<file path="config.mk">
export PLATFORM = sky130hd
export DESIGN_NAME = uart_rx_fifo_flat
export DESIGN_NICKNAME = d
export VERILOG_FILES = /design/src/rtl/uart_rx_fifo_pkg.sv /design/src/rtl/uart_rx_fifo_if.sv /design/src/rtl/uart_rx_fifo_sync_fifo.sv /design/src/rtl/uart_rx_fifo.sv /design/src/flat_wrapper.sv
export SDC_FILE = /design/constraint.sdc
export NUM_CORES = 1
export LEC_CHECK = 0
export ABC_AREA = 1
export CORE_UTILIZATION = 27
export CTS_CLUSTER_DIAMETER = 120
export CTS_CLUSTER_SIZE = 20
export DETAILED_ROUTE_END_ITERATION = 10
export GPL_ROUTABILITY_DRIVEN = 0
export GPL_TIMING_DRIVEN = 0
export PLACE_DENSITY = 0.51
export SLEW_MARGIN = 20
export SYNTH_ARGS = -nofsm -noshare
export SYNTH_HDL_FRONTEND = slang
export SYNTH_HIERARCHICAL = 1
export SYNTH_SLANG_ARGS = --single-unit
</file>
<file path="constraint.sdc">
create_clock -name clk -period 3.6 [get_ports clk]
set_clock_uncertainty 0.2 [all_clocks]
set_input_delay 0.72 -clock clk [delete_from_list [all_inputs] [get_ports clk]]
set_output_delay 0.72 -clock clk [all_outputs]
set_load 0.01 [all_outputs]
</file>
<file path="src/rtl/uart_rx_fifo_pkg.sv">
// Shared types and constants for the buffered UART receive path.
// Optional build macro: UART_RX_FIFO_IRQ_EN adds the registered irq output.
// Default register addresses; the SoC top may predefine these.
`ifndef UART_RX_ADDR
`define UART_RX_ADDR 32'h0200_0008
`endif
`ifndef UART_LSR_ADDR
`define UART_LSR_ADDR 32'h0200_0014
`endif

package uart_rx_fifo_pkg;

  // LSR bit positions shared with the SoC register map.
  localparam int unsigned LsrDr   = 0;
  localparam int unsigned LsrOe   = 1;
  localparam int unsigned LsrThre = 5;
  localparam int unsigned LsrTemt = 6;

  typedef enum logic {StIdle, StResp} bus_state_e;

  function automatic logic [7:0] lsr_byte(input logic tx_busy, input logic overrun,
                                          input logic not_empty);
    logic [7:0] lsr;
    lsr          = 8'h00;
    lsr[LsrDr]   = not_empty;
    lsr[LsrOe]   = overrun;
    lsr[LsrThre] = !tx_busy;
    lsr[LsrTemt] = !tx_busy;
    return lsr;
  endfunction

endpackage

</file>
<file path="src/rtl/uart_rx_fifo_if.sv">
// CPU memory-bus handshake as seen by the UART receive registers.
interface uart_rx_fifo_if;
  logic        valid;
  logic [31:0] addr;
  logic [3:0]  wstrb;
  logic [31:0] rdata;
  logic        ready;
  logic        is_valid;

  modport master (output valid, addr, wstrb, input rdata, ready, is_valid);
  modport slave  (input valid, addr, wstrb, output rdata, ready, is_valid);
endinterface

</file>
<file path="src/rtl/uart_rx_fifo_sync_fifo.sv">
// Synchronous FIFO (sync_fifo): storage, wrapping pointers and occupancy count.
// A push into a full FIFO is accepted only when a pop happens in the same cycle.
module uart_rx_fifo_sync_fifo #(
  parameter int unsigned DEPTH = 16,
  parameter int unsigned WIDTH = 8
) (
  input  logic                       clk,
  input  logic                       resetn,
  input  logic                       push,
  input  logic [WIDTH-1:0]           wdata,
  input  logic                       pop,
  output logic [WIDTH-1:0]           head,
  output logic                       full,
  output logic [$clog2(DEPTH):0]     count
);
  localparam int unsigned AW = $clog2(DEPTH);
  localparam int unsigned CW = AW + 1;

  logic [WIDTH-1:0] mem [DEPTH];
  logic [AW-1:0]    wr_ptr_q, rd_ptr_q;
  logic [CW-1:0]    count_q, count_d;
  logic             empty, do_push, do_pop;

  assign empty   = (count_q == '0);
  assign full    = (count_q == CW'(DEPTH));
  assign do_pop  = pop && !empty;
  assign do_push = push && (!full || do_pop);
  assign head    = mem[rd_ptr_q];
  assign count   = count_q;

  // Occupancy after this cycle's accepted push/pop.
  always_comb begin
    count_d = count_q + CW'(do_push) - CW'(do_pop);
  end

  // Pointers and count; pointers wrap at DEPTH by width.
  always_ff @(posedge clk or negedge resetn) begin
    if (!resetn) begin
      wr_ptr_q <= '0;
      rd_ptr_q <= '0;
      count_q  <= '0;
    end else begin
      if (do_push) wr_ptr_q <= wr_ptr_q + 1'b1;
      if (do_pop)  rd_ptr_q <= rd_ptr_q + 1'b1;
      count_q <= count_d;
    end
  end

  // Storage array; contents are don't-care until written.
  always_ff @(posedge clk) begin
    if (do_push) mem[wr_ptr_q] <= wdata;
  end
endmodule

</file>
<file path="src/rtl/uart_rx_fifo.sv">
// Buffered UART RX path: FIFO for received bytes, RX data and LSR registers
// on the CPU bus, sticky overrun flag. Optional UART_RX_FIFO_IRQ_EN adds irq.
module uart_rx_fifo
  import uart_rx_fifo_pkg::*;
#(
  parameter int unsigned DEPTH     = 16,
  parameter logic [31:0] RX_ADDR   = `UART_RX_ADDR,
  parameter logic [31:0] LSR_ADDR  = `UART_LSR_ADDR,
  parameter int unsigned IRQ_LEVEL = 1
) (
  input  logic               clk,
  input  logic               resetn,
  input  logic               rx_valid,
  input  logic [7:0]         rx_data,
  input  logic               tx_busy,
  uart_rx_fifo_if.slave      bus
`ifdef UART_RX_FIFO_IRQ_EN
  ,
  output logic               irq
`endif
);
  localparam int unsigned CW = $clog2(DEPTH) + 1;

  if (DEPTH < 2 || DEPTH > 256 || (DEPTH & (DEPTH - 1)) != 0) begin : g_bad_depth
    $error("DEPTH must be a power of two in 2..256");
  end
  if (IRQ_LEVEL < 1 || IRQ_LEVEL > DEPTH) begin : g_bad_irq_level
    $error("IRQ_LEVEL must be in 1..DEPTH");
  end

  bus_state_e    state_q, state_d;
  logic [31:0]   rdata_q, rdata_d;
  logic          overrun_q, overrun_d;
  logic          hit_rx, hit_lsr, sel, pop, ovr_event, full, empty;
  logic [7:0]    head;
  logic [CW-1:0] fifo_count;

  assign hit_rx       = (bus.addr == RX_ADDR);
  assign hit_lsr      = (bus.addr == LSR_ADDR);
  assign bus.is_valid = bus.valid && (hit_rx || hit_lsr);
  assign sel          = bus.valid && !bus.ready && !(|bus.wstrb) && (hit_rx || hit_lsr);
  assign empty        = (fifo_count == '0);
  assign pop          = sel && hit_rx && !empty;
  // Dropped byte: full and no pop frees a slot this cycle.
  assign ovr_event    = rx_valid && full && !pop;
  assign bus.ready    = (state_q == StResp);
  assign bus.rdata    = rdata_q;

  uart_rx_fifo_sync_fifo #(
    .DEPTH (DEPTH),
    .WIDTH (8)
  ) u_fifo (
    .clk    (clk),
    .resetn (resetn),
    .push   (rx_valid),
    .wdata  (rx_data),
    .pop    (pop),
    .head   (head),
    .full   (full),
    .count  (fifo_count)
  );

  // Bus response FSM and read-data mux; rdata holds between completions.
  always_comb begin
    state_d = state_q;
    rdata_d = rdata_q;
    unique case (state_q)
      StIdle: begin
        if (sel) begin
          state_d = StResp;
          if (hit_rx) begin
            rdata_d = empty ? 32'hFFFF_FFFF : {24'b0, head};
          end else begin
            rdata_d = {16'b0, lsr_byte(tx_busy, overrun_q, !empty), 8'b0};
          end
        end
      end
      StResp:  state_d = StIdle;
      default: state_d = StIdle;
    endcase
  end

  // Sticky overrun: a new drop wins over the clearing LSR read.
  always_comb begin
    overrun_d = overrun_q;
    if (ovr_event) begin
      overrun_d = 1'b1;
    end else if (sel && !hit_rx && hit_lsr) begin
      overrun_d = 1'b0;
    end
  end

  // Bus state, read data and overrun registers.
  always_ff @(posedge clk or negedge resetn) begin
    if (!resetn) begin
      state_q   <= StIdle;
      rdata_q   <= '0;
      overrun_q <= 1'b0;
    end else begin
      state_q   <= state_d;
      rdata_q   <= rdata_d;
      overrun_q <= overrun_d;
    end
  end

`ifdef UART_RX_FIFO_IRQ_EN
  logic irq_q;

  // Level interrupt, registered from current occupancy and overrun.
  always_ff @(posedge clk or negedge resetn) begin
    if (!resetn) begin
      irq_q <= 1'b0;
    end else begin
      irq_q <= (fifo_count >= CW'(IRQ_LEVEL)) || overrun_q;
    end
  end

  assign irq = irq_q;
`endif
endmodule

</file>
<file path="src/flat_wrapper.sv">
// flat-port wrapper written by rule: the top's interface ports become plain ports
module uart_rx_fifo_flat import uart_rx_fifo_pkg::*;
#(
  parameter int unsigned DEPTH     = 16,
  parameter logic [31:0] RX_ADDR   = `UART_RX_ADDR,
  parameter logic [31:0] LSR_ADDR  = `UART_LSR_ADDR,
  parameter int unsigned IRQ_LEVEL = 1
)
  (clk, resetn, rx_valid, rx_data, tx_busy, bus_valid, bus_addr, bus_wstrb, bus_rdata, bus_ready, bus_is_valid);
  uart_rx_fifo_if bus_i ();
  input  logic clk;
  input  logic resetn;
  input  logic rx_valid;
  input  logic [7:0] rx_data;
  input  logic tx_busy;
  input wire logic [$bits(bus_i.valid)-1:0] bus_valid;
  input wire logic [$bits(bus_i.addr)-1:0] bus_addr;
  input wire logic [$bits(bus_i.wstrb)-1:0] bus_wstrb;
  output wire logic [$bits(bus_i.rdata)-1:0] bus_rdata;
  output wire logic [$bits(bus_i.ready)-1:0] bus_ready;
  output wire logic [$bits(bus_i.is_valid)-1:0] bus_is_valid;
  assign bus_i.valid = bus_valid;
  assign bus_i.addr = bus_addr;
  assign bus_i.wstrb = bus_wstrb;
  assign bus_rdata = bus_i.rdata;
  assign bus_ready = bus_i.ready;
  assign bus_is_valid = bus_i.is_valid;
  uart_rx_fifo #(.DEPTH(DEPTH), .RX_ADDR(RX_ADDR), .LSR_ADDR(LSR_ADDR), .IRQ_LEVEL(IRQ_LEVEL)) u_core (.clk(clk), .resetn(resetn), .rx_valid(rx_valid), .rx_data(rx_data), .tx_busy(tx_busy), .bus(bus_i));
endmodule
</file>
# After elaboration in Yosys (flattened, before gate mapping)

Memories as Yosys holds them, arrays and structs flattened.
Cells that the tools add are included.

Add/sub/neg operators: 4
Eq/ne operators: 3
Multiplexer cells: 8
Bitwise gates (word level): 1
Reduce and logical (&&, ||, !) cells: 25

Operator list:

| cell                                                  | number |
|---|---|
| equality test 32 x 26 -> 1 bit, second input constant | 2 |
| 2-to-1 mux 32 bit                                     | 2 |
| logical AND 1 bit                                     | 12 |
| adder 4 x 1 -> 4 bit, second input constant           | 2 |
| logical NOT 1 bit                                     | 7 |
| adder 5 x 1 -> 5 bit                                  | 1 |
| equality test 5 bit, second input constant            | 1 |
| logical NOT 5 bit                                     | 1 |
| 2-to-1 mux 1 bit                                      | 5 |
| subtractor 5 x 1 -> 5 bit                             | 1 |
| OR reduction 4 bit                                    | 1 |
| logical OR 1 bit                                      | 2 |
| case mux 1 bit (2 select lines)                       | 1 |
| AND reduction 2 bit                                   | 1 |
| nonzero test 2 bit                                    | 1 |
| inverter 1 bit                                        | 1 |

Flip-flop bits (word level): 47
RAM bits: 128
Output and inout bits: 34
Logic and storage cells: 48
Memories: 1

Memories:

| name              | depth | width | read ports | clocked after Yosys merged registers in | write ports | line                         | RTL |
|---|---|---|---|---|---|---|---|
| u_core.u_fifo.mem | 16    | 8     | 1          | 0                                       | 1           | uart_rx_fifo_sync_fifo.sv:19 | `logic [WIDTH-1:0] mem [DEPTH];` |

# Depth between registers and ports, before layout

Depth in word-level cells: 11
Mapped depth: 19

# By module

The synthesis kept the hierarchy.

By module, submodules not included:

| module                 | times used | cells each | area each (µm²) | seq. area each (µm²) |
|---|---|---|---|---|
| uart_rx_fifo_sync_fifo | 1          | 619        | 6248.5          | 4169.0 |
| uart_rx_fifo           | 1          | 136        | 1013.5          | 350.3 |

# Least setup slack after synthesis

No wires, ideal clock.

Path type: input port to flip-flop
Start point: input bus_addr[23]
End point: register u_core.u_fifo.count_q[4] (netlist: u_core/u_fifo/count[4])
Library setup time: 0.126 ns
Arrival: 3.061 ns
Slack: 0.213 ns
Cell stages on the path: 18
Buffers on the path: 1
Cells stage by stage: nor2_1 nand2_1 nor2_1 nand2_2 nor2_4 nand2_2 nor2_2 inv_1 nand4_1 nand2_1 buf_2 ha_1 inv_1 ha_1 fa_1 nand3_1 nand2_1 xor2_1

Word-level cells in the longest chain between the ends: 10
Elaborated cells between the ends (all ways): 11
Those cells by class: add/sub (2); eq/ne (2); reduce/logical (7)

RTL lines:

| element                                                  | line                                   | RTL |
|---|---|---|
| from (decl)                                              | flat_wrapper.sv:17                     | `input wire logic [$bits(bus_i.addr)-1:0] bus_addr;` |
| equality test 32 x 26 -> 1 bit, on equally long branches | uart_rx_fifo.sv:38, uart_rx_fifo.sv:39 |  |
| logical OR 1 bit                                         | uart_rx_fifo.sv:41                     | `assign sel = bus.valid && !bus.ready && !(\|bus.wstrb) && (hit_rx \|\| hit_lsr);` |
| logical AND 1 bit                                        | uart_rx_fifo.sv:41                     |  |
| logical AND 1 bit (*) (2 in a row)                       | uart_rx_fifo.sv:43                     | `assign pop = sel && hit_rx && !empty;` |
| via u_core.pop                                           | uart_rx_fifo.sv:34                     | `logic hit_rx, hit_lsr, sel, pop, ovr_event, full, empty;` |
| logical AND 1 bit (*)                                    | uart_rx_fifo_sync_fifo.sv:26           | `assign do_pop = pop && !empty;` |
| logical OR 1 bit                                         | uart_rx_fifo_sync_fifo.sv:27           | `assign do_push = push && (!full \|\| do_pop);` |
| logical AND 1 bit                                        | uart_rx_fifo_sync_fifo.sv:27           |  |
| adder 5 x 1 -> 5 bit                                     | uart_rx_fifo_sync_fifo.sv:33           | `count_d = count_q + CW'(do_push) - CW'(do_pop);` |
| subtractor 5 x 1 -> 5 bit (*)                            | uart_rx_fifo_sync_fifo.sv:33           |  |
| via u_core.u_fifo.count_d[4]                             | uart_rx_fifo_sync_fifo.sv:21           | `logic [CW-1:0] count_q, count_d;` |
| to (signal assigned)                                     | uart_rx_fifo_sync_fifo.sv:45           | `count_q <= count_d;` |
| to (decl)                                                | uart_rx_fifo_sync_fifo.sv:21           |  |

The timed path passes the listed nets; every way through them passes the cells marked *.
A chain may end at the register's enable or synchronous reset.

# Worst setup path in the final report

Start point: input bus_addr[25]
End point: register u_core.u_fifo.count_q[4] (netlist: u_core/u_fifo/count[4])

Same word-level chain as after synthesis.

==> flow_summary.ini <==
[clock_network]
cts.sinks = 155
cts_tree = done
worstSkewPairLatency_ns = 0.42
numCtsBuffers = 17
path_clk_slew_ns = 0.06
root_buffer = clkbuf_16
cts.path.max_buffers = 2
cts_max_level = 4

[yosys]
syn_nets = 817
synth_fa_ha_area_share_pct = 2.343
synth.distinct_cells = 28
synthXorXnorAreaFrac_pct = 1.085
yosysSeqAreaShare_pct = 62.23
synth_top_cell_by_area = edfxtp_1
synthTopCellsByArea = edfxtp_1, nand2_1, dfrtp_1
synth_mux_area_share_pct = 0
synth_area_sq_mm = 0.007262
ys_seq_elements = 155
yosysWarnings = 6
synth_top_family_by_area = simple AND/OR/NAND/NOR gates
syn_inst = 755
avgSynthCellArea_sq_um = 9.618
synth_top_area_share_pct = 52.93
yosys.area_share.simple_pct = 25.03
synth-compound-area-share_pct = 1.396

[power]
combPwrFrac_pct = 14.6
leakage_nw = 3.867
p_sw_share_pct = 26.71
p_per_area_mw_per_mm2 = 499.4
p_total_mw = 4.555
clockPowerShare_pct = 36.5
intPower_mw = 3.338
irDropWorstVdd_mv = 0.3328
share_seq_of_total_power_pct = 48.8
p_switching_mw = 1.217

[finish]
final_cell_count_no_fill = 1211
seqCellArea_sq_mm = 0.004519
multi_input_area_sq_mm = 0.002183
final_nets = 925
layout-drive-gt1-share_pct = 11.99
antenna_cells = 0
area_growth_pct = 25.60
final_util_pct = 34.81
finish.instance_area_sq_mm = 0.009121
fill_cells = 2620

[critical_path]
max_stage_delay_ns = 0.46
cp.required_ns = 3.71
path_delay_family = simple AND/OR/NAND/NOR gates
start_kind = input port
slowest_stage = clkdlybuf4s50_1
path_buf_inv = 5
endpoint_kind = register
worst-path-max-fanout = 10
crit_chain = clkdlybuf4s50_1, inv_1, nor2_1, nand2_1, nor2_2, nand2_2, nor2_4, nand2_2, nor2_4, inv_1, nand4_1, nand2_2, buf_6, ha_1, inv_1, ha_2, fa_2, nand3_1, nand2_1, xor2_1
startpoint = bus_addr[25]
worst-setup-path-type = input port to register
worstReg2RegStart = u_core/u_fifo/count[4]
critPathArrivalTime_ns = 3.54

[floorplanning]
die_h_um = 166
fp.dieW_um = 166
die-area_sq_mm = 0.02756
start_util_pct = 27.71
core-area_sq_mm = 0.02621
rows = 59
ios = 83

[timing]
rsz0062_at_grt = yes
finalHoldViolCount = 0
setup_violations = 0
hold_slack_ns = 0.1159
tightest_slew_ns = 0.9015
slew-limit-headroom_pct = 39.68
min_period_ns = 3.431
fin_crit_sh_pct = 95.31
final_max_slew_viol_count = 0
max_freq_mhz = 291.4

[outcome]
violations = DRC
status = complete, but fails checks

[placement]
io_buffer_count = 82
dpl.hpwl_um = 12580
placed_cell_area_sq_mm = 0.008497
dp_cells = 1172

[route]
routed_via_density = 4.213
first_iter_violations = 285
drc = 3
dr.pass1.iters = 8
ant_nets = 0
routed_wl_um = 17930
num_vias = 5102
wl_per_cell_um = 14.80

[grt]
grtUsageTotal_pct = 13.54
grt_pass1_vias = 5025
grt_overflow = 0
grt_pass1_wl_um = 27980
antenna_found_initial = 0
grt_start_max_net_pins = 28
grt_use_met3_pct = 2.312
use_met1_pct = 17.07
top_usage_layer = met2
grtUsageMet2_pct = 23.24

[flow_run]
max-cap-violations = 0

[min_path]
holdCritPathClass = input port to async pin
==> synthesized netlist by cell type, drive strengths merged <==
| cell | instances |
|---|---|
| dfrtp | 27 |
| nand3b | 1 |
| xor2 | 7 |
| nor3b | 1 |
| edfxtp | 128 |
| ha | 12 |
| nor3 | 2 |
| nand4 | 1 |
| xnor2 | 2 |
| nor2 | 101 |
| o21ai | 15 |
| clkbuf | 4 |
| fa | 1 |
| a21oi | 3 |
| nand2 | 278 |
| nand3 | 57 |
| inv | 73 |
| buf | 42 |
==> flip-flops by register name (all words and copies together) (netlist names) <==
register and cells:
u_core/u_fifo/mem 128, u_core/bus.rdata 12, u_core/u_fifo/count 5, u_core/u_fifo/rd_ptr_q 4, u_core/u_fifo/wr_ptr_q 4, u_core/bus.ready 1, u_core/overrun_q 1
==> per-stage QoR <==
| stage | TNS, ns | worst slack, ns |
|---|---|---|
| floorplan | 0 | 0.2126 |
| global placement | -14.75 | -0.5382 |
| detailed placement | -16.65 | -0.5543 |
| CTS | 0 | 0.06003 |
| global route | -0.08230 | -0.08230 |
| finish | 0 | 0.1687 |
==> cells by family after synthesis <==
group	count (synthesis)
flip-flops	155
adder cells (fa/ha/maj)	13
AO/OA/AOI/OAI	18
buffers and inverters	119
XOR/XNOR	9
AND/OR/NAND/NOR	441
==> power groups by stage <==
stage	clock, mW	combinational [mW]	sequential, mW
3_3_place_gp	0	0.655	2.26
2_1_floorplan	0	0.445	2.24
3_5_place_dp	0	0.663	2.26
4_1_cts	1.71	0.671	2.22
5_1_grt	1.79	0.768	2.25
6_report	1.66	0.667	2.22
==> cell usage in the layout (no fill, tap or decap), drive strengths merged, types with 7 or more instances in the layout <==
cell type | Yosys | routed
buf | 42 | 50
clkbuf | 4 | 21
clkdlybuf4s50 | 0 | 80
clkinv | 0 | 8
dfrtp | 27 | 27
edfxtp | 128 | 128
ha | 12 | 12
inv | 73 | 76
nand2 | 278 | 278
nand3 | 57 | 57
nor2 | 101 | 101
o21ai | 15 | 15
xor2 | 7 | 7
==> worst paths after layout <==
check | endpoint | slack, ns | cells after the start
max reg2reg | u_core/u_fifo/count[4] | 0.37 | 14
min in group clk | u_core/bus.rdata[2] | 0.27 | 2
min reg2reg | u_core/bus.rdata[2] | 0.27 | 2
min | u_core/bus.ready | 0.12 | 1
max in group asynchronous | u_core/u_fifo/count[3] | 2.66 | 1
max | u_core/u_fifo/count[4] | 0.17 | 20
==> final cells by class <==
class                           count  area share [%]
Inverter                           73           3.004
Tap cell                          335           4.595
Timing Repair Buffer               89           9.547
Buffer                             46           3.361
Clock inverter                     15           1.344
Sequential cell                   155           49.55
Multi-Input combinational cell    481           23.94
Clock buffer                       17           4.664
==> per-layer routing <==
layer  share of wire [%]  up-vias
met5                   0        -
met1                  45     2393
met3                 3.5       19
met4                 1.4        0
met2                  50       88
li1                    -     2602
==> repair_timing <==
action                     CTS  global route
setup buffers                0             7
setup endpoints to repair    1             4
pin swaps                    1             5
resized for setup            4             4
hold buffers                 0             0
Power figures use the tool's default switching activity.
